$ cat src/rtl/pc_pkg.sv
// rtl/pc_pkg.sv - shared types and constants for the program counter unit
//
// Purpose: FSM state encoding, next-PC source selector and the sequential
//          PC increment used by pc_unit.
// Ports:   none (package).

package pc_pkg;

    localparam int PC_INC = 4;

    typedef enum logic [1:0] {
        RUN  = 2'd0,
        WAIT = 2'd1,
        HALT = 2'd2
    } pc_state_t;

    typedef enum logic [1:0] {
        SEL_HOLD   = 2'd0,
        SEL_JUMP   = 2'd1,
        SEL_BRANCH = 2'd2,
        SEL_PLUS4  = 2'd3
    } pc_sel_t;

endpackage

$ cat src/rtl/pc_adder.sv
// rtl/pc_adder.sv - modulo 2^width adder for the branch target
//
// Purpose: adds the branch offset to pc+4; carry out is discarded so the
//          result wraps naturally.
// Ports:   i_a, i_b - operands (width bits)
//          o_sum    - (i_a + i_b) mod 2^width

module pc_adder #(
    parameter int width = 32
) (
    input  logic [width-1:0] i_a,
    input  logic [width-1:0] i_b,
    output logic [width-1:0] o_sum
);

    assign o_sum = i_a + i_b;

endmodule

$ cat src/rtl/pc_unit.sv
// rtl/pc_unit.sv - program counter with fetch handshake, branch/jump and halt
//
// Purpose: holds the fetch PC, advances it when instruction memory returns a
//          word, selects jump/branch/sequential targets and tracks status.
// Ports:   clk, rst            - clock, synchronous active-high reset
//          imem_ready          - fetch word for pc is available this cycle
//          branch_taken/offset - taken branch and its byte offset
//          jump/jump_index     - J-type instruction and its 26-bit index
//          halt_req            - stop fetching (sticky until reset)
//          pc, pc_plus4        - current PC and its sequential successor
//          advance             - pc loads a new value at the next edge
//          stall, halted       - FSM in WAIT / HALT
//          redirect            - last update took a jump or branch target
//          misalign            - sticky: a taken branch had offset[1:0] != 0
//          instr_count         - number of advances since reset

module pc_unit
    import pc_pkg::*;
#(
    parameter int               width    = 32,
    parameter logic [width-1:0] RESET_PC = '0
) (
    input  logic             clk,
    input  logic             rst,
    input  logic             imem_ready,
    input  logic             branch_taken,
    input  logic [width-1:0] branch_offset,
    input  logic             jump,
    input  logic [25:0]      jump_index,
    input  logic             halt_req,
    output logic [width-1:0] pc,
    output logic [width-1:0] pc_plus4,
    output logic             advance,
    output logic             stall,
    output logic             halted,
    output logic             redirect,
    output logic             misalign,
    output logic [31:0]      instr_count
);

    pc_state_t        r_state;
    pc_state_t        w_state_nxt;
    pc_sel_t          w_sel;

    logic [width-1:0] r_pc;
    logic             r_redirect;
    logic             r_misalign;
    logic [31:0]      r_instr_count;

    logic [width-1:0] w_pc_plus4;
    logic [width-1:0] w_jump_target;
    logic [width-1:0] w_branch_sum;
    logic [width-1:0] w_branch_target;
    logic [width-1:0] w_pc_nxt;
    logic             w_advance;
    logic             w_stall;
    logic             w_halted;
    logic             w_redirect_sel;

    // ---------------- target computation ----------------
    assign w_pc_plus4    = r_pc + width'(PC_INC);
    assign w_jump_target = {w_pc_plus4[width-1:28], jump_index, 2'b00};

    pc_adder #(
        .width (width)
    ) u_branch_adder (
        .i_a   (w_pc_plus4),
        .i_b   (branch_offset),
        .o_sum (w_branch_sum)
    );

    // Word-align the branch target; a misaligned offset is reported, not trapped.
    assign w_branch_target = w_branch_sum & {{(width-2){1'b1}}, 2'b00};

    // halt_req outranks everything, then jump over branch.
    always_comb begin
        w_sel = SEL_PLUS4;
        if (halt_req) begin
            w_sel = SEL_HOLD;
        end else if (jump) begin
            w_sel = SEL_JUMP;
        end else if (branch_taken) begin
            w_sel = SEL_BRANCH;
        end
    end

    always_comb begin
        w_pc_nxt = w_pc_plus4;
        case (w_sel)
            SEL_HOLD:   w_pc_nxt = r_pc;
            SEL_JUMP:   w_pc_nxt = w_jump_target;
            SEL_BRANCH: w_pc_nxt = w_branch_target;
            SEL_PLUS4:  w_pc_nxt = w_pc_plus4;
            default:    w_pc_nxt = w_pc_plus4;
        endcase
    end

    assign w_redirect_sel = (w_sel == SEL_JUMP) || (w_sel == SEL_BRANCH);

    // ---------------- FSM: state register ----------------
    always_ff @(posedge clk) begin
        if (rst) begin
            r_state <= RUN;
        end else begin
            r_state <= w_state_nxt;
        end
    end

    // ---------------- FSM: next state ----------------
    always_comb begin
        w_state_nxt = r_state;
        case (r_state)
            RUN: begin
                if (halt_req) begin
                    w_state_nxt = HALT;
                end else if (!imem_ready) begin
                    w_state_nxt = WAIT;
                end
            end
            WAIT: begin
                if (halt_req) begin
                    w_state_nxt = HALT;
                end else if (imem_ready) begin
                    w_state_nxt = RUN;
                end
            end
            HALT:    w_state_nxt = HALT;
            default: w_state_nxt = RUN;
        endcase
    end

    // ---------------- FSM: outputs ----------------
    // rst gates advance so a reset cycle never counts as a fetch.
    always_comb begin
        w_advance = 1'b0;
        w_stall   = 1'b0;
        w_halted  = 1'b0;
        case (r_state)
            RUN: begin
                w_advance = imem_ready && !halt_req && !rst;
            end
            WAIT: begin
                w_advance = imem_ready && !halt_req && !rst;
                w_stall   = 1'b1;
            end
            HALT: begin
                w_halted  = 1'b1;
            end
            default: begin
                w_advance = 1'b0;
            end
        endcase
    end

    // ---------------- datapath registers ----------------
    always_ff @(posedge clk) begin
        if (rst) begin
            r_pc          <= RESET_PC;
            r_redirect    <= 1'b0;
            r_misalign    <= 1'b0;
            r_instr_count <= 32'd0;
        end else begin
            r_redirect <= w_advance && w_redirect_sel;
            if (w_advance) begin
                r_pc          <= w_pc_nxt;
                r_instr_count <= r_instr_count + 32'd1;
                if ((w_sel == SEL_BRANCH) && (branch_offset[1:0] != 2'b00)) begin
                    r_misalign <= 1'b1;
                end
            end
        end
    end

    assign pc          = r_pc;
    assign pc_plus4    = w_pc_plus4;
    assign advance     = w_advance;
    assign stall       = w_stall;
    assign halted      = w_halted;
    assign redirect    = r_redirect;
    assign misalign    = r_misalign;
    assign instr_count = r_instr_count;

endmodule

$ cat config.mk
export PLATFORM = sky130hd
export DESIGN_NAME = pc_unit
export DESIGN_NICKNAME = d
export VERILOG_FILES = /design/src/rtl/pc_pkg.sv /design/src/rtl/pc_adder.sv /design/src/rtl/pc_unit.sv
export SDC_FILE = /design/constraint.sdc
export NUM_CORES = 1
export LEC_CHECK = 0
export BUFFER_PORTS_ARGS = -buffer_cell sky130_fd_sc_hd__buf_2
export CAP_MARGIN = 20
export CORE_UTILIZATION = 49
export DETAILED_ROUTE_END_ITERATION = 7
export PLACE_DENSITY = 0.78
export SKIP_LAST_GASP = 1
export SLEW_MARGIN = 20
export SYNTH_ARGS = -nofsm -noshare
export SYNTH_HDL_FRONTEND = slang
export SYNTH_HIERARCHICAL = 1
export SYNTH_SLANG_ARGS = --single-unit
$ cat constraint.sdc
create_clock -name clk -period 3.51 [get_ports clk]
set_input_delay 0.351 -clock clk [delete_from_list [all_inputs] [get_ports clk]]
set_output_delay 0.351 -clock clk [all_outputs]
set_load 0.02 [all_outputs]
Yosys cells after proc, flatten, opt, wreduce, memory -nomap -nowiden
Index checks and enable logic that the tools add are counted.
Widths: inputs -> output; s select.
- bitwise gates (word level): 1
- $add $sub $neg: 3
- muxes and demuxes: 12
- equality and inequality tests: 7
- reduce and logical (&&, ||, !) cells: 14
- operators by type and width (cell ; number):
    $pmux 32 s3 ; 1
    $add 32x1->32 const B ; 1
    $add 32x3->32 const B ; 1
    $add 32x32->32 ; 1
    $mux 2 ; 6
    $eq 2x2->1 const B ; 3
    $ne 3x3->1 const B ; 2
    $pmux 2 s3 ; 1
    $reduce_and 2->1 ; 3
    $eq 2x1->1 const B ; 2
    $logic_and 1x1->1 ; 4
    $logic_not 2->1 ; 2
    $mux 1 ; 4
    $logic_not 1->1 ; 2
    $reduce_bool 2->1 ; 1
    $reduce_or 2->1 ; 1
    $logic_or 1x1->1 ; 1
    $not 1->1 ; 1
- word-level logic and storage cells: 42
- flip-flop bits (word level): 68
- input bits: 64

Longest topological paths before layout
- depth after elaboration: 6
- gate-level depth with buffers: 17

Cells and area by module
Netlist, hierarchy kept.
- modules (own cells, without submodules) (module ; cells each ; seq. area each (um^2) ; instances ; area each (um^2)):
    pc_unit ; 530 ; 1321.3 ; 1 ; 4126.5
    pc_adder ; 275 ; 0.0 ; 1 ; 2045.7

Worst setup path before layout
Ideal clock, no wire load.
- path kind: reg-to-reg
- start: register r_pc[4], in the netlist pc[4]
- end: register r_pc[26], in the netlist pc[26]
- setup slack: -0.608 ns
- arrival: 4.059 ns
- setup time: 0.059 ns
- period minus slack after synthesis: 4.118 ns
- stages on the path, launching flop included: 16
- buffers on the path: 1
- cells stage by stage: dfxtp_1 > buf_2 > nand4_2 > nor4_4 > nand2_1 > xnor2_1 > ha_1 > a21o_1 > a211o_1 > o311ai_4 > o21ai_1 > or4_1 > nand3_1 > nand3_1 > a21oi_1 > a221o_1
- longest elaborated chain between the ends: 3
- ends and longest elaborated chain (element ; RTL line ; RTL):
    from (decl) ; pc_unit.sv:45 ; logic [width-1:0] r_pc;
    from (signal assigned) ; pc_unit.sv:165 ; r_pc <= w_pc_nxt;
    $add 32x3->32 ; pc_unit.sv:61 ; assign w_pc_plus4 = r_pc + width'(PC_INC);
    net pc_plus4[21] ; pc_unit.sv:32 ; output logic [width-1:0] pc_plus4,
    $add 32x32->32 ; pc_adder.sv:16 ; assign o_sum = i_a + i_b;
    net w_branch_sum[26] ; pc_unit.sv:52 ; logic [width-1:0] w_branch_sum;
    $pmux 32 s3 ; pc_unit.sv:89 ; case (w_sel)
The timed path passes the listed nets, and every way through them passes these cells.
A chain may end at the register's enable or synchronous reset.

Final worst setup path
- start: register r_pc[9], in the netlist pc[9]
- end: register r_pc[26], in the netlist pc[26]
- longest elaborated chain between the ends: 3
- ends and longest elaborated chain (element ; RTL line):
    $add 32x3->32 ; pc_unit.sv:61
    $add 32x32->32 ; pc_adder.sv:16
    net w_branch_sum[26] ; pc_unit.sv:52
    $pmux 32 s3 ; pc_unit.sv:89
The timed path passes the listed nets, and every way through them passes these cells.

==> metrics.md <==
| Metric | Value |
|---|---|
| Total congestion overflow after global routing | `0` |
| Worst path arrival time | `around 3.9 ns` |
| WHS Endpoint | `r_state[0]` |
| Via count of the first global-routing pass | `6726` |
| Antenna-violating nets left | `0` |
| Setup-violating endpoint count in the final report | `2` |
| Number of DRC markers in iteration 0 | `686` |
| Dpl hpwl | `~17 mm` |
| Post-Layout Cell Count | `about 1200` |
| Share of the cycle needed by the critical path after routing | `102%` |
| Critical path's largest stage delay | `roughly 0.41 ns` |
| Worst slew margin relative to its limit | `56.9%` |
| Core footprint | `about 12000 um^2` |
| Effective utilization at floorplan | `50.8%` |
| Share of power burned in combinational logic | `between 20% and 30%` |
| Area growth from synthesis to layout | `45.8%` |
| Critical path buffer and inverter count | `2` |
| Maximum fanout count along the critical path | `5` |
| DR DRC count | `0` |
| Quantity of I/O buffers inserted on ports | `160` |
| Post-route clock skew | `between 0.01 and 0.015 ns` |
| Vias per inst | `~6.1` |
| Minimum setup slack in the final design | `-0.0654 ns` |
| Filler Cells Inserted | `approximately 940` |
| Flop and latch count out of synthesis | `66` |
| Leakage dissipation | `about 4.2 nW` |
| Clock Pin Slew Worst Setup and Hold Paths | `around 0.06 ns` |
| Total vias in the final route | `about 7500` |
| Ordered cell list for the critical path | `nand4_1 -> buf_6 -> nor4_4 -> buf_6 -> nand2_4 -> xnor2_4 -> ha_4 -> a21o_1 -> a211o_1 -> o311ai_4 -> o21ai_2 -> or4_1 -> nand3_1 -> nand3_1 -> a21oi_2 -> a221o_1` |
| Placement-stage worst setup slack | `-0.0320 ns` |
| Latest clock arrival within the worst-skew pair | `around 0.34 ns` |
| Number of synthesized flops with an enable pin | `0` |
| Final hold violations | `0` |
| Cell count of the worst reg-to-reg path | `16` |
| Peak ir drop on the vdd network | `approximately 0.21 mV` |
| Synth Flop Type | `dfxtp_1` |
| Violations in the final reports | `negative setup slack` |
| Placed instance area | `between 7000 and 8000 um^2` |
| Global-route usage over all layers | `about a third` |
| Initial antenna violation count | `0` |
| Worst Setup End Kind | `flip-flop` |
| Data required time of the critical path | `approximately 3.8 ns` |
| Net switching power | `about 0.76 mW` |
| DIE HEIGHT | `approximately 110 um` |
| Gate Count Post-Synth | `a little over 800` |
| MaxCap Viol Count | `0` |
| Number of unique standard cell types used by synthesis | `86` |
| Die Width | `between 100 and 150 um` |
| Placer's final routability congestion estimate | `between 0.9 and 1` |
| Detail-routed net length per standard cell | `18.3 um` |
| Register area share after synthesis | `21.4%` |
| Routed wire length | `roughly 23 mm` |
| Largest net degree at the start of global routing | `39` |
| Reg power frac | `32.6%` |
| Area of the die | `approximately 13000 um^2` |
| Worst flop-to-flop path endpoint | `pc[26]` |
| Setup Crit Path Kind | `flip-flop to flip-flop` |
| H-tree level count | `3` |
| Hold Path Class | `primary input to flip-flop` |
| Overall power consumption | `2.40 mW` |
| Post-synthesis average cell area | `7.67 um^2` |
| Switch share | `between 30% and 40%` |
| Standard-cell rows | `40` |
| Largest delay contributor family on the critical path | `compound AO/OA/AOI/OAI gates` |
| Outcome | `finished with violations` |
| Setup slack on the worst flop-to-flop path | `-0.07 ns` |
| Number of buffers created by CTS | `9` |
| Origin of the critical flop-to-flop path | `pc[9]` |
| Cell total after placement | `around 1200` |
| Worst Hold Path Cells | `2` |
| Number of pins exceeding their max-slew limit in the final report | `0` |
| Number of cells on the critical path | `16` |
| Fin area | `9000 um^2` |
| Min cycle time layout | `about 3.6 ns` |
| Number of optimization iterations in the first detailed-route pass | `5` |
| Share of power burned in the clock network | `between 30% and 40%` |
| Cell-internal power | `approximately 1.6 mW` |
| Hold path startpoint | `imem_ready` |
| Share of the core filled with cells in the final layout | `74.0%` |
| Fraction of registers with async set or reset after synthesis | `0%` |
| Post-synthesis instance area | `between 6000 and 7000 um^2` |
| N_diodes | `0` |
| Clock tree from TritonCTS | `yes` |
| Number of warnings printed during yosys synthesis | `6` |
| Proportion of layout cells with a drive suffix above 1 | `40.7%` |
| Count of boundary I/O pins | `between 150 and 200` |
| Maximum number of buffers from clock root to sink | `2` |
| CTS root buf | `clkbuf_16` |
| Layout Nets | `about 1200` |
| Startpoint class of the critical path | `flip-flop` |
| Standard cell with the maximum stage delay on the critical path | `or4_1` |
| First-pass GRT wire length | `~34 mm` |
| Max Freq | `approximately 280 MHz` |
| Unrepaired setup endpoints after global routing | `yes` |
| Cell Pwr Density | `about 270 nW/um^2` |
| Clock sink count | `66` |
| Measured slew at the worst slew-check pin | `between 0.6 and 0.7 ns` |
| Hold-fix buffers at CTS | `0` |
[registers in the layout, indices dropped and copies added (netlist names)]
register,flops
instr_count,32
misalign,1
pc,30
r_state,2
redirect,1
[worst max path at each step]
stage / start / endpoint / slack [ns]
after floorplan: pc[9] / pc[29] / -0.11
final: pc[9] / pc[26] / -0.07
after CTS: pc[6] / pc[23] / -0.001
after detailed placement: pc[2] / pc[28] / -0.03
after global routing: pc[12] / pc[26] / -0.23
after global placement: pc[2] / pc[28] / -0.07
[logic make-up (layout without fill, tap and decap cells)]
kind of cell	Yosys count	after routing	share of synthesized area (%)
and+or+nand+nor	326	326	28.9
AOI/OAI and AO/OA	222	222	25.0
buffers and inverters	75	338	5.78
xor gates and xnor gates	71	71	10.1
DFF	66	66	21.4
adders and majority gates	38	38	7.82
muxes	6	6	0.993
other	1	7	0.0608
[synthesized netlist by cell type, types with 6 or more instances]
| cell | instances | area share (%) |
|---|---|---|
| buf_4 | 6 | 0.73 |
| a221oi_1 | 14 | 2.0 |
| clkbuf_1 | 31 | 1.9 |
| or4_1 | 6 | 0.73 |
| nand2_1 | 67 | 4.1 |
| xnor2_1 | 42 | 6.0 |
| a211oi_1 | 14 | 1.7 |
| or3_1 | 7 | 0.71 |
| o211ai_1 | 13 | 1.6 |
| nand4_1 | 28 | 2.8 |
| a21oi_1 | 55 | 4.5 |
| o21ai_0 | 41 | 3.3 |
| and4_1 | 15 | 2.1 |
| nor2_1 | 71 | 4.3 |
| a31oi_1 | 6 | 0.61 |
| ha_1 | 37 | 7.5 |
| inv_1 | 28 | 1.7 |
| xor2_1 | 29 | 4.1 |
| and3_1 | 9 | 0.91 |
| nand3_1 | 49 | 4.0 |
| nor3_1 | 20 | 1.6 |
| a21o_1 | 17 | 2.1 |
| and2_1 | 8 | 0.81 |
| dfxtp_1 | 66 | 21 |
| nor2b_1 | 8 | 0.81 |
[power by group through the flow]
stage / sequential, mW / combinational [mW] / clock, mW
finish: 0.785 / 0.718 / 0.901
global route: 0.787 / 0.763 / 0.948
CTS: 0.786 / 0.636 / 0.906
detailed placement: 0.802 / 0.626 / 0
global placement: 0.801 / 0.626 / 0
floorplan: 0.823 / 0.366 / 0
[per-stage QoR]
stage               TNS [ns]  hold WS [ns]
floorplan             -0.385         0.428
global placement      -0.150         0.474
detailed placement   -0.0592         0.483
CTS                 -0.00113         0.233
global route          -0.768         0.242
finish               -0.0926         0.235
[per-layer routing]
layer	track usage, %	wire (um)	up-vias	share of wire, %
met5	0	0	-	0
met4	15.8	1100	0	4.9
met3	5.93	1640	87	7.2
met2	54.0	10600	397	46
met1	42.5	9420	3528	41
li1	-	-	3536	-
[repair_timing]
action,4_1_cts,5_1_grt
buffers inserted,5,25
gates cloned,1,0
setup endpoints to repair,5,14
pin swaps,7,63
resized for setup,22,79
[cells in the final DEF (no fill, tap or decap), types with 10 or more instances in the layout]
cell type / synthesis / routed
buf_2: 4 / 160
buf_4: 6 / 130
nor2_1: 71 / 69
nand2_1: 67 / 61
dfxtp_1: 66 / 52
a21oi_1: 55 / 46
nand3_1: 49 / 44
o21ai_0: 41 / 40
inv_1: 28 / 28
nand4_1: 28 / 28
xnor2_1: 42 / 28
xor2_1: 29 / 26
a21o_1: 17 / 17
ha_4: 0 / 17
ha_1: 37 / 15
nor3_1: 20 / 14
o211ai_1: 13 / 13
a221oi_1: 14 / 13
and4_1: 15 / 12
a211oi_1: 14 / 12
xnor2_2: 0 / 10
[cell type report]
cell class	instances	area, um^2	share of cell area [%]
clock inverter	5	53.8	0.598
tap	168	210	2.34
sequential	66	1360	15.1
inverter	28	105	1.17
multi-input combinational	670	5210	57.9
timing repair buffer	294	1820	20.2
clock buffer	11	243	2.70
Power figures use the tool's default switching activity.
